File: src/rtl/memory_game_pkg.sv
// Shared types and constants for the card-matching game core.
package memory_game_pkg;

  typedef enum logic [2:0] {
    S_IDLE    = 3'd0,
    S_PICK1   = 3'd1,
    S_PICK2   = 3'd2,
    S_COMPARE = 3'd3,
    S_SHOW    = 3'd4,
    S_DONE    = 3'd5
  } game_state_t;

  localparam int KEY_UP    = 0;
  localparam int KEY_DOWN  = 1;
  localparam int KEY_LEFT  = 2;
  localparam int KEY_RIGHT = 3;

  localparam int LIVES_W = 8;

endpackage

File: src/rtl/game_cursor.sv
// Wrap-around row/column cursor with up > down > left > right key priority.
module game_cursor
  import memory_game_pkg::*;
#(
  parameter int ROWS = 6,
  parameter int COLS = 6,
  localparam int RW = (ROWS > 1) ? $clog2(ROWS) : 1,
  localparam int CW = (COLS > 1) ? $clog2(COLS) : 1
) (
  input  logic          clk_i,
  input  logic          rst_i,
  input  logic          clr_i,
  input  logic          en_i,
  input  logic [3:0]    keys_i,
  output logic [RW-1:0] row_o,
  output logic [CW-1:0] col_o
);

  logic [RW-1:0] row_q, row_d;
  logic [CW-1:0] col_q, col_d;

  always_comb begin
    row_d = row_q;
    col_d = col_q;
    if (clr_i) begin
      row_d = '0;
      col_d = '0;
    end else if (!en_i) begin
      row_d = row_q;
    end else if (keys_i[KEY_UP]) begin
      row_d = (row_q == '0) ? RW'(ROWS - 1) : row_q - RW'(1);
    end else if (keys_i[KEY_DOWN]) begin
      row_d = (row_q == RW'(ROWS - 1)) ? '0 : row_q + RW'(1);
    end else if (keys_i[KEY_LEFT]) begin
      col_d = (col_q == '0) ? CW'(COLS - 1) : col_q - CW'(1);
    end else if (keys_i[KEY_RIGHT]) begin
      col_d = (col_q == CW'(COLS - 1)) ? '0 : col_q + CW'(1);
    end else begin
      col_d = col_q;
    end
  end

  always_ff @(posedge clk_i) begin
    if (rst_i) begin
      row_q <= '0;
      col_q <= '0;
    end else begin
      row_q <= row_d;
      col_q <= col_d;
    end
  end

  assign row_o = row_q;
  assign col_o = col_q;

endmodule

File: src/rtl/memory_game_core.sv
// Card-matching game controller: board RAM, two-pick flip/compare, lives, win/lose.
// Define MEMORY_GAME_MOVES_EN to add the saturating `moves` compare counter.
module memory_game_core
  import memory_game_pkg::*;
#(
  parameter int ROWS        = 6,
  parameter int COLS        = 6,
  parameter int SYM_W       = 5,
  parameter int SHOW_CYCLES = 50000000,
  parameter int MAX_LIVES   = 8,
  localparam int N  = ROWS * COLS,
  localparam int AW = (N > 1) ? $clog2(N) : 1,
  localparam int RW = (ROWS > 1) ? $clog2(ROWS) : 1,
  localparam int CW = (COLS > 1) ? $clog2(COLS) : 1,
  localparam int PW = $clog2(N / 2 + 1)
) (
  input  logic               clock,
  input  logic               reset,
  input  logic               start,
  input  logic [3:0]         keys,
  input  logic               select,
  input  logic               wr_en,
  input  logic [AW-1:0]      wr_addr,
  input  logic [SYM_W-1:0]   wr_sym,
  output logic [RW-1:0]      cursor_row,
  output logic [CW-1:0]      cursor_col,
  output logic [N-1:0]       face_up,
  output logic [N-1:0]       matched,
  output logic [2:0]         state_out,
  output logic [PW-1:0]      pairs_found,
  output logic [LIVES_W-1:0] lives,
  output logic               game_over,
  output logic               game_won
`ifdef MEMORY_GAME_MOVES_EN
  ,output logic [15:0]       moves
`endif
);

  localparam int TW = $clog2(SHOW_CYCLES);

  game_state_t        state_q, state_d;
  logic [SYM_W-1:0]   board_q [N];
  logic [N-1:0]       face_q, face_d, matched_q, matched_d;
  logic [PW-1:0]      pairs_q, pairs_d;
  logic [LIVES_W-1:0] lives_q, lives_d;
  logic [AW-1:0]      idx1_q, idx1_d, idx2_q, idx2_d;
  logic [TW-1:0]      timer_q, timer_d;
  logic               over_q, won_q;
  logic [AW-1:0]      cur_idx_s;
  logic               sel_ok_s, sym_eq_s, last_pair_s, start_game_s, move_en_s;

  assign start_game_s = start && (state_q == S_IDLE);
  assign move_en_s    = (state_q == S_PICK1) || (state_q == S_PICK2);
  assign cur_idx_s    = AW'(32'(cursor_row) * 32'(COLS) + 32'(cursor_col));
  // The first pick is already face-up, so this also rejects re-picking it.
  assign sel_ok_s     = select && !face_q[cur_idx_s] && !matched_q[cur_idx_s];
  assign sym_eq_s     = (board_q[idx1_q] == board_q[idx2_q]);
  assign last_pair_s  = ((pairs_q + PW'(1)) == PW'(N / 2));

  game_cursor #(.ROWS(ROWS), .COLS(COLS)) u_cursor (
    .clk_i  (clock),
    .rst_i  (reset),
    .clr_i  (start_game_s),
    .en_i   (move_en_s),
    .keys_i (keys),
    .row_o  (cursor_row),
    .col_o  (cursor_col)
  );

  always_ff @(posedge clock) begin
    if (wr_en && (state_q == S_IDLE) && (32'(wr_addr) < N)) begin
      board_q[wr_addr] <= wr_sym;
    end
  end

  always_comb begin
    state_d = state_q;
    case (state_q)
      S_IDLE:    state_d = start ? S_PICK1 : S_IDLE;
      S_PICK1:   state_d = sel_ok_s ? S_PICK2 : S_PICK1;
      S_PICK2:   state_d = sel_ok_s ? S_COMPARE : S_PICK2;
      S_COMPARE: begin
        if (!sym_eq_s)        state_d = S_SHOW;
        else if (last_pair_s) state_d = S_DONE;
        else                  state_d = S_PICK1;
      end
      S_SHOW: begin
        if (timer_q != '0)       state_d = S_SHOW;
        else if (lives_q == '0)  state_d = S_DONE;
        else                     state_d = S_PICK1;
      end
      S_DONE:    state_d = start ? S_IDLE : S_DONE;
      default:   state_d = S_IDLE;
    endcase
  end

  always_comb begin
    face_d    = face_q;
    matched_d = matched_q;
    pairs_d   = pairs_q;
    lives_d   = lives_q;
    idx1_d    = idx1_q;
    idx2_d    = idx2_q;
    timer_d   = timer_q;
    case (state_q)
      S_IDLE: begin
        if (start) begin
          face_d    = '0;
          matched_d = '0;
          pairs_d   = '0;
          lives_d   = LIVES_W'(MAX_LIVES);
        end else begin
          lives_d   = lives_q;
        end
      end
      S_PICK1, S_PICK2: begin
        if (sel_ok_s) begin
          face_d[cur_idx_s] = 1'b1;
          if (state_q == S_PICK1) idx1_d = cur_idx_s;
          else                    idx2_d = cur_idx_s;
        end else begin
          face_d = face_q;
        end
      end
      S_COMPARE: begin
        if (sym_eq_s) begin
          matched_d[idx1_q] = 1'b1;
          matched_d[idx2_q] = 1'b1;
          pairs_d           = pairs_q + PW'(1);
        end else begin
          lives_d = lives_q - LIVES_W'(1);
          timer_d = TW'(SHOW_CYCLES - 1);
        end
      end
      S_SHOW: begin
        if (timer_q == '0) begin
          face_d[idx1_q] = 1'b0;
          face_d[idx2_q] = 1'b0;
        end else begin
          timer_d = timer_q - TW'(1);
        end
      end
      default: face_d = face_q;
    endcase
  end

  always_ff @(posedge clock) begin
    if (reset) begin
      state_q   <= S_IDLE;
      face_q    <= '0;
      matched_q <= '0;
      pairs_q   <= '0;
      lives_q   <= LIVES_W'(MAX_LIVES);
      idx1_q    <= '0;
      idx2_q    <= '0;
      timer_q   <= '0;
      over_q    <= 1'b0;
      won_q     <= 1'b0;
    end else begin
      state_q   <= state_d;
      face_q    <= face_d;
      matched_q <= matched_d;
      pairs_q   <= pairs_d;
      lives_q   <= lives_d;
      idx1_q    <= idx1_d;
      idx2_q    <= idx2_d;
      timer_q   <= timer_d;
      over_q    <= (state_d == S_DONE);
      won_q     <= (state_d == S_DONE) && (pairs_d == PW'(N / 2));
    end
  end

  assign state_out   = state_q;
  assign face_up     = face_q;
  assign matched     = matched_q;
  assign pairs_found = pairs_q;
  assign lives       = lives_q;
  assign game_over   = over_q;
  assign game_won    = won_q;

`ifdef MEMORY_GAME_MOVES_EN
  logic [15:0] moves_q;

  always_ff @(posedge clock) begin
    if (reset || start_game_s) begin
      moves_q <= 16'd0;
    end else if ((state_d == S_COMPARE) && (state_q != S_COMPARE) && (moves_q != 16'hFFFF)) begin
      moves_q <= moves_q + 16'd1;
    end else begin
      moves_q <= moves_q;
    end
  end

  assign moves = moves_q;
`endif

endmodule

File: config.mk
export PLATFORM = sky130hd
export DESIGN_NAME = memory_game_core
export DESIGN_NICKNAME = d
export VERILOG_FILES = /design/src/rtl/memory_game_pkg.sv /design/src/rtl/game_cursor.sv /design/src/rtl/memory_game_core.sv
export SDC_FILE = /design/constraint.sdc
export NUM_CORES = 1
export LEC_CHECK = 0
export ABC_AREA = 1
export CORE_MARGIN = 5
export CORE_UTILIZATION = 35
export DETAILED_ROUTE_END_ITERATION = 8
export DONT_BUFFER_PORTS = 1
export GPL_ROUTABILITY_DRIVEN = 0
export SLEW_MARGIN = 20
export SYNTH_ARGS = -nofsm -noshare
export SYNTH_HDL_FRONTEND = slang
export SYNTH_HIERARCHICAL = 1
export SYNTH_SLANG_ARGS = --single-unit
File: constraint.sdc
create_clock -name clock -period 4.4 [get_ports clock]
set_clock_uncertainty 0.2 [all_clocks]
set_input_delay 0.44 -clock clock [delete_from_list [all_inputs] [get_ports clock]]
set_output_delay 0.44 -clock clock [all_outputs]
set_load 0.01 [all_outputs]
==> results of run 1 <==
## worst max-delay path by stage
stage | startpoint | to | slack (ps) | depth (start not counted)
final | u_cursor/col_o[1] | face_up[31] | 230 | 16
after global placement | u_cursor/col_o[1] | face_up[34] | 370 | 16
after CTS | u_cursor/col_o[1] | face_up[31] | 290 | 16
after global routing | u_cursor/col_o[1] | face_up[31] | 40 | 18
after detailed placement | u_cursor/col_o[1] | face_up[34] | 340 | 16
after floorplan | u_cursor/row_o[0] | face_up[6] | 1130 | 18
## synthesized netlist by cell type, types with 13 or more instances
| master | number | area (um^2) |
|---|---|---|
| dfxtp_1 | 146 | 2923 |
| o21ai_1 | 18 | 90.09 |
| o21ai_0 | 95 | 475.5 |
| o41ai_1 | 23 | 201.4 |
| clkbuf_1 | 33 | 123.9 |
| edfxtp_1 | 180 | 5405 |
| o22ai_1 | 13 | 81.33 |
| nor2_1 | 214 | 803.3 |
| buf_4 | 22 | 165.2 |
| a211oi_1 | 31 | 232.7 |
| a21oi_1 | 118 | 590.6 |
| nand3_1 | 322 | 1612 |
| ha_1 | 13 | 162.7 |
| buf_2 | 50 | 250.2 |
| inv_1 | 196 | 735.7 |
| xor2_1 | 18 | 157.7 |
| nor3_1 | 45 | 225.2 |
| nand2_1 | 607 | 2278 |
## routing by layer
metal | global-route usage, % | vias to the layer above
li1 | - | 7586
met1 | 26.43 | 7482
met2 | 32.47 | 808
met3 | 6.150 | 152
met4 | 7.708 | 4
met5 | 0 | -
## repair_timing
item                                    CTS  global route
hold endpoints to repair                249             0
hold buffers                             12             0
endpoints found under the setup margin    0             0
## per-stage QoR
stage               instance area (um^2)  util (%)
floorplan                          17470         -
global placement                   18040     36.69
detailed placement                 18040     36.69
CTS                                19490     39.65
global route                       19490     39.65
finish                             19490     39.65
## flip-flops by register name (all words and copies together) (netlist names), 3 cells and up, named ones only
signal,flops
board_q,180
idx2_q,6
lives,8
u_cursor/row_o,3
matched,36
u_cursor/col_o,3
timer_q,26
idx1_q,6
state_out,3
face_up,36
pairs_found,5
## power groups by stage
stage | logic [mW] | clock network (mW) | registers, mW
final | 1.94 | 3.25 | 3.58
after global routing | 2.14 | 3.42 | 3.60
after CTS | 1.91 | 3.30 | 3.57
after detailed placement | 1.84 | 0 | 3.64
after global placement | 1.82 | 0 | 3.64
after floorplan | 1.40 | 0 | 3.55
## critical path, delay by kind of cell, from the launching register on
| family | cells | cell delay [ps] |
|---|---|---|
| buf+inv | 3 | 910 |
| compound gates | 3 | 500 |
| simple gates | 8 | 1030 |
| flops | 1 | 460 |
| fa+ha+maj | 2 | 930 |
## kinds of logic (layout without fill, tap and decap cells)
family | count (synthesis) | after routing | share of synthesized area (%)
simple gates | 1242 | 1242 | 30.55
compound gates | 331 | 331 | 11.10
flops | 326 | 326 | 47.68
buf+inv | 322 | 322 | 7.915
xor+xnor | 31 | 31 | 1.597
fa+ha+maj | 15 | 15 | 1.160
## cell type report
type | instances | area (um^2)
fill | 4944 | 29660
clock inverter | 16 | 167.7
clock buffer | 49 | 1097
sequential | 326 | 8338
inverter | 212 | 800.8
multi-input combinational | 1619 | 7756
tap | 664 | 830.8
timing repair buffer | 45 | 498.0
==> metrics.md, run 1 <==
| Metric | Value |
|---|---|
| Status | complete, no violations |
| Critical Path Slowest Stage Cell | fa_1 |
| Die area | 54470 um^2 |
| Number of synthesized flops with an enable pin | 180 |
| Num ports | 116 |
| Skew-Pair Late Insertion Delay | 550 ps |
| Hold Crit Depth | 4 |
| Post-route ant nets | 0 |
| R2r worst-path depth | 16 |
| Max Used Layer | met5 |
| CTS tree | done |
| Final setup TNS | 0 ps |
| Crit path kind | register to register |
| CP peak stage delay | 710 ps |
| WL met2 | 25750 um |
| Final worst slack | 226.0 ps |
| Root buffer cell | clkbuf_16 |
| Drt pass-1 iters | 6 |
| Most frequent cell on the critical path | nand2_1 |
| Power Total | 8.765 mW |
| DRT met1 WL | 23770 um |
| Fraction of layout cells with a size suffix above 1 | 5.779% |
| CTS clk-pin slew, worst paths | 60 ps |
| Max Slew Vio Count | 0 |
| Seq/Total Area, Yosys | 47.68% |
| Reg-to-reg endpoint | face_up[31] |
| Tightest Pin Transition | 941.1 ps |
| Period minus WS final | 4174 ps |
| Post-DP HPWL | 38760 um |
| Worst IR Drop VDD | 0.3021 mV |
| R2R Setup Slk | 230 ps |
| Final Hold Viols | 0 |
| Initial cell density of the core | 35.54% |
| CTS Sinks | 326 |
| Grt ovf | 0 |
| Antenna cell count | 0 |
| RR Startpoint | u_cursor/col_o[1] |
| Ys flop type | edfxtp_1 |
| P_leak | 7.424 nW |
| Pre-CTS setup slack | 344.1 ps |
| Vias/cell | 5.470 |
| Detailed Route WL | 57900 um |
| DR WL met3 | 6075 um |
| Pint | 5.865 mW |
| Post-synthesis cell type count | 52 |
| Req. time, crit path | 4650 ps |
| CP Launch Type | register |
| Sequential share of power | 40.8% |
| Ys async rst share | 0% |
| Post-CTS Setup Repair Bufs | 0 |
| Final worst-path cycle share | 94.86% |
| Drt wl/cell | 19.76 um |
| HP Class | input pin to register |
| Critical path data arrival time | 4420 ps |
| Achievable frequency | 239.6 MHz |
| Core ar. | 49150 um^2 |
| Pwr/cell area | 449.7 nW/um^2 |
| Worst hold slack | 24.98 ps |
| Final cell count without fillers | 2931 |
| Maxcap violations | 0 |
| Worst-path fanout max | 61 |
| Initial DRC count | 1602 |
| Post-CTS sizing | 0 |
| Crit. End Element | register |
| Synth Warn # | 6 |
| CTS buffer count | 38 |
| Slew Limit Headroom | 37.26% |
| First-pass GRT wire length | 87940 um |
| GRT Total Usage | 20.47% |
| Via count | 16030 |
| Mean Syn Cell Area | 7.705 um^2 |
| Synth Cell Area | 17470 um^2 |
| Hold Path End | u_cursor/col_o[0] |
| Largest net degree at the start of global routing | 100 |
| Antenna violations before repair | 2 |
| Final number of setup-violating endpoints | 0 |
| Inst Count DP | 2854 |
| Psw | 2.900 mW |
| DRC violations left | 0 |
| # rows | 81 |
| Synthesis-stage register bit count | 326 |
| Bufs on Longest Clock Path | 3 |
| Nets | 2277 |
| H-tree Lvls | 2 |
| Number of port buffers | 0 |
| Sw Ratio | 33.08% |
| Die Span X | 233.4 um |
| Commonest non-fill, non-tap cell in the layout | nand2_1 |
| Cells after Synth | 2267 |
| Area grow syn2layout | 11.58% |
| Hold_sp | keys[3] |
| Cell breakdown of the critical path | ha_1 > inv_1 > fa_1 > nand3_1 > inv_1 > o21ai_0 > o2111ai_1 > nand2_1 > nand2_1 > nor2_1 > nand2_1 > nand2_1 > nand4_2 > buf_4 > nor2_1 > a211oi_1 |
| Most frequent cells in the layout | nand2_1, nand3_1, nor2_1 |
| Gate power share | 22.2% |
| Vias in the first global route | 15220 |
| RSZ-0062 raised after global routing | no |
| Die Y | 233.4 um |
| Post-Syn Nets | 2302 |
| Clk network pwr share | 37.0% |
(Power assumes the default switching activity.)
==> inputs of run 2 (changes only) <==
SKIP_CTS_REPAIR_TIMING = 1   (was unset)
==> metrics.md, run 2 (synthesized netlist as in run 1, its figures left out) <==
| Metric | Value |
|---|---|
| Worst path bufs/invs | 3 |
| Die Y | 233.4 um |
| CTS Sinks | 326 |
| Clk network pwr share | 37.0% |
| CTS clk-pin slew, worst paths | 60 ps |
| Period minus WS final | 4160 ps |
| Vias in the first global route | 15150 |
| Maxcap violations | 0 |
| Achievable frequency | 240.4 MHz |
| Gate power share | 22.2% |
| Bufs on Longest Clock Path | 3 |
| # rows | 81 |
| Crit path kind | register to register |
| Max reg flops | 180 |
| Final number of setup-violating endpoints | 0 |
| Vias/cell | 5.503 |
| Critical path data arrival time | 4440 ps |
| Commonest non-fill, non-tap cell in the layout | nand2_1 |
| Status | complete, but fails checks |
| Post-DP HPWL | 38760 um |
| Pint | 5.864 mW |
| Die Span X | 233.4 um |
| Critical Path Slowest Stage Cell | fa_1 |
| DRC violations left | 0 |
| Die area | 54470 um^2 |
| Worst-path fanout max | 61 |
| Max Slew Vio Count | 0 |
| Detailed Route WL | 58140 um |
| Tightest Pin Transition | 939.3 ps |
| Skew-Pair Late Insertion Delay | 550 ps |
| Num ports | 116 |
| Antenna violations before repair | 2 |
| CTS buffer count | 38 |
| Post-route ant nets | 0 |
| HP Class | input pin to register |
| Drt pass-1 iters | 8 |
| Hold Crit Depth | 5 |
| CTS tree | done |
| Root buffer cell | clkbuf_16 |
| Hold_sp | keys[2] |
| Area grow syn2layout | 11.42% |
| R2r worst-path depth | 16 |
| Core ar. | 49150 um^2 |
| Drt wl/cell | 19.85 um |
| GRT Total Usage | 20.42% |
| Biggest register | board_q |
| RSZ-0062 raised after global routing | no |
| P_leak | 7.411 nW |
| Most frequent cells in the layout | nand2_1, nand3_1, nor2_1 |
| Sw Ratio | 33.14% |
| Fraction of layout cells with a size suffix above 1 | 5.786% |
| Pwr/cell area | 450.7 nW/um^2 |
| Req. time, crit path | 4680 ps |
| Slew Limit Headroom | 37.38% |
| Sequential share of power | 40.8% |
| Number of port buffers | 0 |
| H-tree Lvls | 2 |
| Final setup TNS | 0 ps |
| First-pass GRT wire length | 87740 um |
| Final worst-path cycle share | 94.55% |
| Reg-to-reg endpoint | face_up[34] |
| Largest net degree at the start of global routing | 100 |
| CP Launch Type | register |
| R2R Setup Slk | 240 ps |
| Final Hold Viols | 1 |
| Initial DRC count | 1801 |
| Via count | 16120 |
| Worst hold slack | -7.550 ps |
| RR Startpoint | u_cursor/col_o[1] |
| Failing checks | hold timing |
| Nets | 2274 |
| Initial cell density of the core | 35.54% |
| Fill cell count | 4943 |
| Psw | 2.907 mW |
| Crit. End Element | register |
| Worst IR Drop VDD | 0.3017 mV |
| Most frequent cell on the critical path | nand2_1 |
| Hold Path End | u_cursor/col_o[2] |
| Largest delay share family, worst path | simple AND/OR/NAND/NOR gates |
| CP peak stage delay | 710 ps |
| Grt ovf | 0 |
| Cell breakdown of the critical path | ha_1 > inv_1 > fa_1 > nand3_1 > inv_1 > o21ai_0 > o2111ai_1 > nand2_1 > nand2_1 > nor2_1 > nand2_1 > nand2_1 > nand4_2 > buf_4 > o21ai_0 > a21oi_1 |
[run 2: area by class of cell]
type,count,area (um^2),share of cell area [%]
clock inverter,16,167.7,0.8615
sequential,326,8338,42.84
multi-input combinational,1619,7756,39.85
tap,664,830.8,4.269
antenna,1,2.502,0.01286
inverter,212,800.8,4.115
timing repair buffer,42,467.9,2.405
clock buffer,49,1097,5.638
[run 2: worst max-delay path by stage]
| stage | from | to | slack [ps] | cells after the start |
|---|---|---|---|---|
| 2_1_floorplan | u_cursor/row_o[0] | face_up[6] | 1130 | 18 |
| 3_3_place_gp | u_cursor/col_o[1] | face_up[34] | 370 | 16 |
| 3_5_place_dp | u_cursor/col_o[1] | face_up[34] | 340 | 16 |
| 4_1_cts | u_cursor/col_o[1] | face_up[31] | 290 | 16 |
| 5_1_grt | u_cursor/col_o[1] | face_up[31] | 40 | 18 |
| 6_report | u_cursor/col_o[1] | face_up[34] | 240 | 16 |
[run 2: per-layer routing]
metal	wire length, um	global-route usage, %	vias up
met5	17	0	-
met4	2257	7.653	2
met3	6616	6.187	152
met2	25740	32.28	885
met1	23510	26.46	7506
li1	-	-	7574
[run 2: stage by stage]
step | util, % | total power [mW] | worst slack (ps) | area, um^2 | std cells
detailed placement | 36.69 | 5.475 | 344.1 | 18040 | 2854
CTS | 39.27 | 8.720 | 290.7 | 19300 | 2919
global route | 39.59 | 9.149 | 41.06 | 19460 | 2928
global placement | 36.69 | 5.455 | 372.6 | 18040 | 2854
floorplan | - | 4.950 | 1127 | 17470 | 2267
finish | 39.59 | 8.771 | 239.9 | 19460 | 2929
[run 2: tightest hold or removal path, delay by kind of cell]
family	cells	cell delay, ps
AND/OR/NAND/NOR	3	170
AO/OA/AOI/OAI	2	80
[run 2: power groups by stage]
stage	clock network, mW	logic [mW]	registers (mW)
2_1_floorplan	0	1.40	3.55
3_3_place_gp	0	1.82	3.64
3_5_place_dp	0	1.84	3.64
4_1_cts	3.30	1.85	3.57
5_1_grt	3.42	2.13	3.60
6_report	3.25	1.94	3.58
==> inputs of run 3 (changes only) <==
SLEW_MARGIN = unset   (was 20)
==> results of run 3 <==
Same layout as run 2: the final DEF is identical, and so are final timing and power.
